File: config.mk
export PLATFORM = sky130hd
export DESIGN_NAME = cpu_clk_seq
export DESIGN_NICKNAME = d
export VERILOG_FILES = /design/src/rtl/cpu_clk_seq.sv
export SDC_FILE = /design/constraint.sdc
export NUM_CORES = 1
export LEC_CHECK = 0
export ABC_AREA = 1
export CAP_MARGIN = 20
export CORE_ASPECT_RATIO = 0.7
export CORE_MARGIN = 2
export CORE_UTILIZATION = 50
export CTS_CLUSTER_DIAMETER = 100
export CTS_CLUSTER_SIZE = 25
export DETAILED_ROUTE_END_ITERATION = 10
export GPL_TIMING_DRIVEN = 0
export PLACE_DENSITY = 0.81
export SYNTH_ARGS = -nofsm -noshare
export SYNTH_HDL_FRONTEND = slang
export SYNTH_SLANG_ARGS = --single-unit
export TNS_END_PERCENT = 100
File: constraint.sdc
create_clock -name hwclk -period 2.5 [get_ports hwclk]
set_clock_uncertainty 0.05 [all_clocks]
set_input_delay 0.5 -clock hwclk [delete_from_list [all_inputs] [get_ports hwclk]]
set_output_delay 0.5 -clock hwclk [all_outputs]
set_load 0.005 [all_outputs]
File: src/rtl/cpu_clk_seq.sv
// CPU clock/reset sequencer: divides hwclk into a square-wave CPU clock with tick enable,
// supports halt/run/fast/single-step modes and produces periodic CPU reset pulses.
module cpu_clk_seq #(
    parameter int unsigned CNT_W      = 32,
    parameter int unsigned RST_LEN    = 1,
    parameter int unsigned RST_PERIOD = 16,
    parameter int unsigned DEB_W      = 16
) (
    input  logic             hwclk,
    input  logic             res,
    input  logic [1:0]       mode,
    input  logic [CNT_W-1:0] div,
    input  logic             step_btn,
    input  logic             rst_req,
    output logic             cpu_clk,
    output logic             cpu_tick,
    output logic             cpu_res,
    output logic [7:0]       tick_cnt
);

    localparam logic [1:0] MODE_HALT = 2'b00;
    localparam logic [1:0] MODE_RUN  = 2'b01;
    localparam logic [1:0] MODE_STEP = 2'b10;
    localparam logic [1:0] MODE_FAST = 2'b11;

    logic             sync1, sync2, deb_level;
    logic [DEB_W-1:0] deb_cnt;
    logic             press_c;

    logic [CNT_W-1:0] cnt, cnt_nx;
    logic [CNT_W-1:0] div_eff_c;
    logic             terminal_c;
    logic             step_busy, busy_nx;
    logic             clk_nx, tick_nx;

    logic [7:0]       seq_nx_c;
    logic             res_nx_c;

    // Button synchroniser and debouncer; a press is the debounced level rising.
    assign press_c = sync2 & ~deb_level & (&deb_cnt);

    always_ff @(posedge hwclk or posedge res) begin
        if (res) begin
            sync1     <= 1'b0;
            sync2     <= 1'b0;
            deb_level <= 1'b0;
            deb_cnt   <= '0;
        end else begin
            sync1 <= step_btn;
            sync2 <= sync1;
            if (sync2 == deb_level) begin
                deb_cnt <= '0;
            end else if (&deb_cnt) begin
                deb_level <= sync2;
                deb_cnt   <= '0;
            end else begin
                deb_cnt <= deb_cnt + DEB_W'(1);
            end
        end
    end

    // Effective half-period; >= lets a shrinking div end the current half-period at once.
    assign div_eff_c  = (mode == MODE_FAST || div == '0) ? CNT_W'(1) : div;
    assign terminal_c = (cnt >= div_eff_c - CNT_W'(1));

    always_comb begin
        cnt_nx  = cnt;
        clk_nx  = cpu_clk;
        tick_nx = 1'b0;
        busy_nx = 1'b0;
        case (mode)
            MODE_RUN, MODE_FAST: begin
                if (terminal_c) begin
                    cnt_nx  = '0;
                    clk_nx  = ~cpu_clk;
                    tick_nx = ~cpu_clk;
                end else begin
                    cnt_nx = cnt + CNT_W'(1);
                end
            end
            MODE_STEP: begin
                busy_nx = step_busy;
                if (cpu_clk) begin
                    if (terminal_c) begin
                        cnt_nx  = '0;
                        clk_nx  = 1'b0;
                        busy_nx = 1'b0;
                    end else begin
                        cnt_nx = cnt + CNT_W'(1);
                    end
                end else begin
                    cnt_nx = '0;
                    if (press_c && !step_busy) begin
                        clk_nx  = 1'b1;
                        tick_nx = 1'b1;
                        busy_nx = 1'b1;
                    end
                end
            end
            default: ;
        endcase
    end

    always_ff @(posedge hwclk or posedge res) begin
        if (res) begin
            cnt       <= '0;
            cpu_clk   <= 1'b0;
            cpu_tick  <= 1'b0;
            step_busy <= 1'b0;
        end else begin
            cnt       <= cnt_nx;
            cpu_clk   <= clk_nx;
            cpu_tick  <= tick_nx;
            step_busy <= busy_nx;
        end
    end

    // Reset-sequence position: wraps at RST_PERIOD, saturates at 255 when non-periodic.
    always_comb begin
        if (RST_PERIOD != 0 && tick_cnt == 8'(RST_PERIOD - 1)) begin
            seq_nx_c = 8'd0;
        end else if (tick_cnt == 8'hFF) begin
            seq_nx_c = 8'hFF;
        end else begin
            seq_nx_c = tick_cnt + 8'd1;
        end
        res_nx_c = (32'(seq_nx_c) < 32'(RST_LEN));
    end

    always_ff @(posedge hwclk or posedge res) begin
        if (res) begin
            tick_cnt <= 8'd0;
            cpu_res  <= 1'b1;
        end else if (rst_req) begin
            tick_cnt <= 8'd0;
            cpu_res  <= 1'b1;
        end else if (cpu_tick) begin
            tick_cnt <= seq_nx_c;
            cpu_res  <= res_nx_c;
        end
    end

endmodule

==> results of run 1 <==
==> area by class of cell <==
class	instances	area share
buffer	17	0.0229
timing repair buffer	99	0.117
inverter	117	0.0574
clock buffer	12	0.0335
multi-input combinational	628	0.532
clock inverter	3	0.00556
sequential	63	0.206
tap	153	0.0250
==> power breakdown <==
| group | switching [mW] | internal, mW | total (mW) |
|---|---|---|---|
| Sequential | 0.0765 | 1.08 | 1.16 |
| Clock | 0.436 | 0.818 | 1.25 |
| Combinational | 0.556 | 0.426 | 0.982 |
| Total | 1.07 | 2.33 | 3.40 |
==> cells in the final DEF (no fill, tap or decap), drive strengths merged, types with 2 or more instances in the layout <==
master and n:
a21oi 22, a31oi 2, and3 2, buf 92
clkbuf 20, clkdlybuf4s50 14, dfrtp 62, dlygate4sd2 2
ha 37, inv 117, nand2 202, nand3 47
nand4 23, nor2 117, nor3 20, nor3b 2
nor4 7, o211ai 3, o21a 2, o21ai 40
o21bai 2, o22ai 30, o31ai 7, o41ai 11
or2 3, xnor2 10, xor2 35
==> metal layers <==
layer	GRT usage	share of wire
met1	0.418	0.44
met3	0.0797	0.12
met4	0.0435	0.015
met5	0	0
met2	0.422	0.42
==> cells in the mapped netlist (all sizes together) <==
library cell  count
and3              2
nand3b            1
dfstp             1
o21bai            2
o2bb2ai           1
a31oi             2
nor3             20
a21oi            22
buf              12
nand2           202
ha               37
o21ai            40
o221ai            1
o22ai            30
dfrtp            62
o31ai             7
inv             117
clkbuf            5
nand3            47
nor4              7
xor2             35
xnor2            10
o41ai            11
nand4            23
o211ai            3
o21a              2
or2               3
nor3b             2
and2              1
nor2            117
==> what timing repair did <==
action                                  CTS  global route
gates resized for setup                 194           102
endpoints found under the setup margin   35            35
hold buffers                              0             0
cloned                                    1             1
endpoints found under the hold margin     0             0
buffers inserted                         45             4
pin swaps                                45            46
==> worst max-delay path by stage <==
stage                          end  slack, ns  depth (start not counted)
5_1_grt        cnt[13]$_DFFE_PP0P_      -1.36                         25
2_1_floorplan  cnt[10]$_DFFE_PP0P_      -1.02                         26
4_1_cts        cnt[14]$_DFFE_PP0P_      -1.11                         26
3_5_place_dp   cnt[14]$_DFFE_PP0P_      -2.39                         27
3_3_place_gp   cnt[28]$_DFFE_PP0P_      -2.33                         26
6_report       cnt[13]$_DFFE_PP0P_      -1.24                         28
==> through the flow <==
stage,util,instance area [um2]
global placement,0.580,6410
floorplan,-,5750
finish,0.692,7650
CTS,0.656,7250
detailed placement,0.582,6430
global route,0.692,7650
==> logic make-up (layout without fill, tap and decap cells) <==
group / count (synthesis) / in the layout / share of synthesized area
adders and majority gates: 37 / 37 / 0.0814
AOI/OAI and AO/OA: 121 / 121 / 0.138
xor gates and xnor gates: 45 / 45 / 0.0693
DFF: 63 / 63 / 0.277
and+or+nand+nor: 425 / 425 / 0.336
buffers and inverters: 134 / 248 / 0.0976
==> summary.txt, run 1 <==
==================================================================================
Pre-CTS worst setup slack                                                 -2.39 ns
Kind of cell with the highest combined delay on the critical path     simple AND/OR/NAND/NOR gates
Via count of the first global-routing pass                                    5577
Period utilization                                                            1.49
Post-route insts no fill                                                      1092
Cells after Synth                                                              825
TritonCTS buffer count                                                           9
Max frequency                                                            0.268 GHz
Multi-input gate area in the final layout                              0.00407 mm2
Worst min-delay path startpoint                                       sync1$_DFF_PP0_
Hold-critical path endpoint                                           sync2$_DFF_PP0_
Number of endpoints with negative hold slack in the final report                 0
First-iteration detailed-routing DRC count                                     732
Flip-flop count of the largest register, all copies and words added             32
DPL Wire Length                                                           12100 um
Worst supply voltage drop on vdd                                        0.000451 V
Die width                                                                   131 um
Number of H-tree levels                                                          3
Number of antenna violations at the first check in global routing                0
Antenna viol nets, final                                                         0
Critical Path Fanout Max                                                         7
Clock sink count                                                                63
Register-to-register setup slack                                          -0.05 ns
Setup TNS                                                                -41.07 ns
Synth Net Count                                                                900
Wire length per cell after detailed routing                                16.7 um
Registers with the most flip-flops                                    cnt x32, deb_cnt x16, tick_cnt x8
WP data required                                                           2.69 ns
Largest net degree at the start of global routing                               44
Pins over their slew limit                                                       0
Endpoints failing setup                                                         35
CTS clock-pin slew for the worst setup and hold paths                      0.05 ns
DRC violation count after routing                                                0
Number of synthesized register bits                                             63
Flip-flop and latch area                                               0.00158 mm2
Global-route wire length before repair                                    27900 um
Final nets                                                                    1010
Type of destination of the critical path                                      flop
CTS Buffer Depth                                                                 2
Overall Global Routing Usage                                                 0.284
Mean Syn Cell Area                                                        6.90 um2
Final setup margin                                                        -1.24 ns
Drt first pass iters                                                             6
Worst hold path depth                                                            0
Register bank with the most flops                                              cnt
Number of synthesis warnings                                                     0
Cell type with the largest total area after synthesis                 sky130_fd_sc_hd__dfrtp_1
Number of max-cap violations                                                     0
Start point of the critical path                                           div[12]
Normalized max-slew margin                                                   0.351
Number of vias in the routed layout                                           6394
Mean number of vias per cell                                                  5.86
Startpoint of the lowest-slack register-to-register path              cnt[1]$_DFFE_PP0P_
Clock latency on the worst-skew pair                                       0.33 ns
Leakage component of the power                                             3.48 nW
Violated checks                                                       setup timing
Yosys top cell area share                                                    0.273
Worst slew pin tran                                                       0.961 ns
Clk Tree Root Cell                                                    sky130_fd_sc_hd__clkbuf_16
Time the worst path needs with I/O delays and setup                        3.74 ns
Total core area                                                         0.0111 mm2
Cell types occupying the most area after synthesis                    sky130_fd_sc_hd__dfrtp_1 (27%), sky130_fd_sc_hd__nand2_1 (13%), sky130_fd_sc_hd__ha_1 (8.1%), sky130_fd_sc_hd__inv_1 (7.7%), sky130_fd_sc_hd__nor2_1 (6.6%)
Total congestion overflow after global routing                                   0
CTS tree                                                                       yes
Number of cells on the worst reg-to-reg path                                    12
Overall power consumption                                                  3.40 mW
Boundary Pins                                                                   49
Standard cell with the maximum stage delay on the critical path       sky130_fd_sc_hd__ha_1
Share of cells above drive strength 1                                        0.255
RSZ-0062 raised after global routing                                          true
Row count                                                                       32
Vertical die dimension                                                     93.2 um
Element type at the critical path start                               primary input
Proportion of synthesized chip area in sequential cells                      0.277
Count of input and output buffers                                               47
Number of cells in the design after placement                                 1026
Critical register-to-register path endpoint                           cnt[30]$_DFFE_PP0P_
Antenna cell count                                                               0
Power Dens Cells                                                        444 mW/mm2
Effective utilization at floorplan                                           0.515
Critical path type                                                    primary input to flop
Outcome                                                               finished with violations
Post-synthesis instance area                                           0.00569 mm2
Final hold slack                                                          0.318 ns
Layout area overhead                                                         34.4%
Die area                                                                0.0123 mm2
Count of buffer and inverter cells on the critical path                          7
Data arrival time of the worst path                                        3.93 ns
Distinct cell type count after synthesis                                        44
Class of the most critical hold timing path                           flop to flop
Global placer's final weighted congestion                                    0.988
Largest stage delay on the critical path                                   0.30 ns
Number of fill cells in the layout                                             868
Total routed wirelength                                                   18200 um
==================================================================================
Note: power is estimated with default switching activity, not from simulation.
==> run 2, diff against run 1 <==
CTS_BUF_LIST = sky130_fd_sc_hd__clkbuf_2 sky130_fd_sc_hd__clkbuf_4 sky130_fd_sc_hd__clkbuf_8   (was not set)
GPL_ROUTABILITY_DRIVEN = 0   (was not set)
==> run 2 against run 1 <==
The flow still finishes with violations (setup timing). Clock power fell by 27%. Wire length fell by 4.7%. Sequential share of layout area rose by 0.50 points. Maximum frequency rose by 4.0%. Critical path type unchanged. Highest routed layer unchanged.
==> summary.txt, run 2 (synthesized netlist as in run 1, its figures left out) <==
==================================================================================
Met2 layer wire length in the routed design                                7150 um
Normalized max-slew margin                                                   0.441
Register-to-register setup slack                                           0.07 ns
Violated checks                                                       setup timing
Clk Tree Root Cell                                                    sky130_fd_sc_hd__clkbuf_8
Number of antenna violations at the first check in global routing                0
Row count                                                                       32
Critical path type                                                    primary input to flop
Time the worst path needs with I/O delays and setup                        3.59 ns
Share of cells above drive strength 1                                        0.238
Number of max-cap violations                                                     0
Worst slew pin tran                                                       0.828 ns
Element type at the critical path start                               primary input
Effective utilization at floorplan                                           0.515
Boundary Pins                                                                   49
CTS tree                                                                       yes
Most used cells in the layout excluding fill and tap cells            sky130_fd_sc_hd__nand2_1 (174), sky130_fd_sc_hd__inv_1 (115), sky130_fd_sc_hd__nor2_1 (81), sky130_fd_sc_hd__dfrtp_1 (62), sky130_fd_sc_hd__buf_4 (62)
Switching share of power                                                     0.337
Sequential power share                                                       0.385
Largest net degree at the start of global routing                               45
Leakage component of the power                                             3.48 nW
Mean number of vias per cell                                                  5.70
Critical register-to-register path endpoint                           cnt[30]$_DFFE_PP0P_
Number of endpoints with negative hold slack in the final report                 0
First-iteration detailed-routing DRC count                                     679
Worst hold path depth                                                            0
Wire length per cell after detailed routing                                15.8 um
Number of cells on the worst reg-to-reg path                                    12
Final nets                                                                    1017
Max frequency                                                            0.278 GHz
Hold-critical path endpoint                                           sync2$_DFF_PP0_
Overall Global Routing Usage                                                 0.282
Antenna cell count                                                               0
CTS Buffer Depth                                                                 2
Overall power consumption                                                  3.00 mW
Vertical die dimension                                                     93.2 um
Period utilization                                                            1.44
Registers with the most flip-flops                                    cnt x32, deb_cnt x16, tick_cnt x8
RSZ-0062 raised after global routing                                          true
Length of routed wiring on met1                                            7770 um
TritonCTS buffer count                                                           9
Worst supply voltage drop on vdd                                        0.000292 V
Pins over their slew limit                                                       0
Outcome                                                               finished with violations
Layout area overhead                                                         31.2%
Total congestion overflow after global routing                                   0
DPL Wire Length                                                           11900 um
Post-route insts no fill                                                      1100
Hold_buf cts                                                                     0
Clock latency on the worst-skew pair                                       0.36 ns
Routed length on met3                                                      2110 um
Clock sink count                                                                63
Die width                                                                   131 um
Number of H-tree levels                                                          3
CTS clock-pin slew for the worst setup and hold paths                      0.07 ns
Net switching power figure                                                 1.01 mW
Type of destination of the critical path                                      flop
Largest stage delay on the critical path                                   0.32 ns
Critical Path Fanout Max                                                         5
Highest metal layer with signal wires                                         met4
Cell internal power dissipation                                            1.99 mW
Most common cell after layout, fill and taps aside                    sky130_fd_sc_hd__nand2_1
Worst min-delay path startpoint                                       sync1$_DFF_PP0_
Antenna viol nets, final                                                         0
Data arrival time of the worst path                                        3.79 ns
Relative contribution of combinational cells to total power                  0.309
Count of buffer and inverter cells on the critical path                         11
Count of input and output buffers                                               47
Standard cell with the maximum stage delay on the critical path       sky130_fd_sc_hd__nor4_4
Endpoints failing setup                                                         35
Drt first pass iters                                                             8
DRC violation count after routing                                                0
Startpoint of the lowest-slack register-to-register path              cnt[1]$_DFFE_PP0P_
Most prevalent standard cell on the critical path                     sky130_fd_sc_hd__buf_4
Clock network fraction of design power                                       0.306
Die area                                                                0.0123 mm2
Class of the most critical hold timing path                           flop to flop
Register bank with the most flops                                              cnt
WP data required                                                           2.69 ns
Total routed wirelength                                                   17400 um
Global-route wire length before repair                                    27400 um
Flip-flop count of the largest register, all copies and words added             32
Final setup margin                                                        -1.09 ns
Power Dens Cells                                                        402 mW/mm2
Number of vias in the routed layout                                           6275
Total core area                                                         0.0111 mm2
Number of cells in the design after placement                                 1026
Kind of cell with the highest combined delay on the critical path     simple AND/OR/NAND/NOR gates
Number of fill cells in the layout                                             881
Via count of the first global-routing pass                                    5583
==================================================================================
run 2: worst max path at each step:
stage               startpoint                  end  slack (ns)  cells past startpoint
CTS                    div[29]  cnt[14]$_DFFE_PP0P_       -1.11                     27
floorplan              div[16]  cnt[10]$_DFFE_PP0P_       -1.02                     26
finish                  div[9]  cnt[31]$_DFFE_PP0P_       -1.09                     25
global route            div[9]  cnt[31]$_DFFE_PP0P_       -1.24                     25
detailed placement     div[15]  cnt[14]$_DFFE_PP0P_       -2.35                     27
global placement       div[15]  cnt[28]$_DFFE_PP0P_       -2.31                     26
run 2: layout make-up:
class                           instances  area [um2]  area share
Timing Repair Buffer                  107         945       0.127
Clock buffer                           12         153      0.0204
Multi-Input combinational cell        628        3970       0.531
Tap cell                              153         191      0.0256
Inverter                              117         439      0.0588
Clock inverter                          4        45.0     0.00603
Sequential cell                        63        1580       0.211
Buffer                                 16         148      0.0198
run 2: power groups by stage:
stage / sequential (mW) / clock, mW / combinational (mW)
2_1_floorplan: 1.16 / 0 / 0.489
3_3_place_gp: 1.17 / 0 / 0.709
3_5_place_dp: 1.17 / 0 / 0.736
4_1_cts: 1.16 / 0.932 / 0.842
5_1_grt: 1.16 / 0.974 / 1.02
6_report: 1.16 / 0.918 / 0.927
run 2: what timing repair did:
| item | 4_1_cts | 5_1_grt |
|---|---|---|
| setup buffers | 51 | 6 |
| gates cloned | 2 | 0 |
| setup endpoints to repair | 35 | 35 |
| pin swaps | 43 | 49 |
| gates resized for setup | 170 | 115 |
| endpoints found under the hold margin | 0 | 0 |
run 2: per-stage QoR:
| stage | hold WS, ns | utilization | TNS [ns] | instance area, um2 | setup WS, ns |
|---|---|---|---|---|---|
| after floorplan | 0.281 | - | -33.02 | 5750 | -1.02 |
| after global placement | 0.285 | 0.580 | -120.38 | 6410 | -2.31 |
| after detailed placement | 0.289 | 0.582 | -78.71 | 6430 | -2.35 |
| after CTS | 0.305 | 0.642 | -35.65 | 7090 | -1.11 |
| after global routing | 0.308 | 0.676 | -42.31 | 7470 | -1.24 |
| final | 0.301 | 0.676 | -37.47 | 7470 | -1.09 |
run 2: worst register-to-register path, delay by kind of cell, from the launching register on:
family / cells / cell delay, ns
AND/OR/NAND/NOR: 10 / 1.49
flip-flops: 1 / 0.43
AO/OA/AOI/OAI: 1 / 0.08
adder cells (fa/ha/maj): 1 / 0.26
run 2: layer usage:
| layer | vias to the layer above | track usage |
|---|---|---|
| li1 | 2980 | - |
| met1 | 2883 | 0.413 |
| met2 | 363 | 0.399 |
| met3 | 49 | 0.0900 |
| met4 | 0 | 0.0697 |
| met5 | - | 0 |
==> run 3, diff against run 2 <==
PLACE_DENSITY = 0.71   (was 0.81)
SKIP_CTS_REPAIR_TIMING = 1   (was not set)
==> run 3 against run 2 <==
The flow still finishes with violations (setup timing). Flip-flop and latch count stayed put. Wire length fell by 2.9%. Sequential share of layout area grew 0.81 points. Global-route usage is 1.9 points lower. Final cell count decreased by 2.5%. Clock power fell by 12%. Critical path type unchanged. Largest power group unchanged. Count of clock-buffer cells in the layout is the same. Worst setup slack lost 0.16 ns.
==> summary.txt, run 3 (synthesized netlist as in run 1, its figures left out) <==
==================================================================================
Outcome                                                               finished with violations
Violated checks                                                       setup timing
TritonCTS buffer count                                                           9
Normalized max-slew margin                                                   0.450
Flip-flop count of the largest register, all copies and words added             32
Wire length per cell after detailed routing                                15.7 um
CTS Buffer Depth                                                                 2
Final nets                                                                     990
Drt first pass iters                                                             5
Row count                                                                       32
Mean number of vias per cell                                                  5.63
CTS clock-pin slew for the worst setup and hold paths                      0.07 ns
Leakage component of the power                                             3.31 nW
Dpl cell area                                                          0.00643 mm2
Largest stage delay on the critical path                                   0.34 ns
Registers with the most flip-flops                                    cnt x32, deb_cnt x16, tick_cnt x8
Type of destination of the critical path                                      flop
Total routed wirelength                                                   16900 um
Register bank with the most flops                                              cnt
Final standard cell utilization of the core                                  0.651
Most common cell after layout, fill and taps aside                    sky130_fd_sc_hd__nand2_1
Number of antenna violations at the first check in global routing                0
Power Dens Cells                                                        397 mW/mm2
Worst slew pin tran                                                       0.814 ns
First-iteration detailed-routing DRC count                                     684
Global-route wire length before repair                                    25800 um
Number of cells in the design after placement                                 1026
DRC violation count after routing                                                0
Max frequency                                                            0.266 GHz
Vertical die dimension                                                     93.2 um
Critical Path Fanout Max                                                         7
Die area                                                                0.0123 mm2
Number of endpoints with negative hold slack in the final report                 0
Number of fill cells in the layout                                             996
Effective utilization at floorplan                                           0.515
Post-route insts no fill                                                      1073
Final setup margin                                                        -1.26 ns
RSZ-0062 raised after global routing                                          true
Die width                                                                   131 um
WP data required                                                           2.67 ns
Overall Global Routing Usage                                                 0.263
Time the worst path needs with I/O delays and setup                        3.76 ns
Antenna viol nets, final                                                         0
Number of H-tree levels                                                          3
Finished Cell Area                                                     0.00719 mm2
Boundary Pins                                                                   49
Total congestion overflow after global routing                                   0
Share of cells above drive strength 1                                        0.197
Clock latency on the worst-skew pair                                       0.35 ns
Period utilization                                                            1.50
Largest net degree at the start of global routing                               36
Standard cell with the maximum stage delay on the critical path       sky130_fd_sc_hd__nor4_4
Number of vias in the routed layout                                           6045
Clk Tree Root Cell                                                    sky130_fd_sc_hd__clkbuf_8
DPL Wire Length                                                           12400 um
Final hold slack                                                          0.301 ns
Clock sink count                                                                63
CTS tree                                                                       yes
Number of max-cap violations                                                     0
Element type at the critical path start                               primary input
Class of the most critical hold timing path                           flop to flop
Critical path type                                                    primary input to flop
Worst supply voltage drop on vdd                                        0.000270 V
Layout area overhead                                                         26.4%
Data arrival time of the worst path                                        3.92 ns
Endpoints failing setup                                                         35
Pins over their slew limit                                                       0
Pre-CTS worst setup slack                                                 -2.35 ns
Via count of the first global-routing pass                                    5349
Count of input and output buffers                                               47
Total core area                                                         0.0111 mm2
Antenna cell count                                                               0
Most used cells in the layout excluding fill and tap cells            sky130_fd_sc_hd__nand2_1 (177), sky130_fd_sc_hd__inv_1 (115), sky130_fd_sc_hd__nor2_1 (85), sky130_fd_sc_hd__dfrtp_1 (62), sky130_fd_sc_hd__nand3_1 (42)
==================================================================================
-- run 3: cell type report --
type	count	area, um2	area share
Sequential cell	63	1580	0.219
Clock inverter	4	22.5	0.00313
Tap cell	153	191	0.0266
Buffer	17	171	0.0238
Clock buffer	12	153	0.0212
Timing Repair Buffer	79	776	0.108
Inverter	117	439	0.0611
Multi-Input combinational cell	628	3860	0.537
-- run 3: worst max-delay path: cells and delay by family --
kind | cells | cell delay [ns]
AND/OR/NAND/NOR | 14 | 1.49
buffers and inverters | 10 | 1.31
adder cells (fa/ha/maj) | 2 | 0.45
AO/OA/AOI/OAI | 2 | 0.13
-- run 3: where the power goes --
group          switching, mW  total [mW]  internal, mW
Sequential            0.0773        1.16          1.08
Clock                  0.402       0.806         0.404
Combinational          0.504       0.886         0.382
-- run 3: layer usage --
layer,up-vias,part of all wire,track usage
li1,2923,-,-
met1,2822,0.46,0.393
met2,285,0.42,0.378
met3,15,0.11,0.0726
met4,0,0.0067,0.0489
met5,-,0,0
-- run 3: final timing paths --
check,startpoint,end,slack (ns),depth (start not counted)
max,div[20],cnt[13]$_DFFE_PP0P_,-1.26,28
min,sync1$_DFF_PP0_,sync2$_DFF_PP0_,0.30,0
max reg2reg,cnt[1]$_DFFE_PP0P_,cnt[30]$_DFFE_PP0P_,0.06,12
min reg2reg,sync1$_DFF_PP0_,sync2$_DFF_PP0_,0.30,0
max in group asynchronous,res,deb_cnt[4]$_DFF_PP0_,1.29,3
min in group asynchronous,res,tick_cnt[5]$_DFFE_PP0P_,0.50,2
-- run 3: metrics by stage --
step                      power [mW]  TNS (ns)
final                           2.85    -41.22
after global routing            3.02    -46.39
after CTS                       2.73    -65.81
after detailed placement        1.91    -78.59
after global placement          1.88   -121.58
after floorplan                 1.65    -33.02
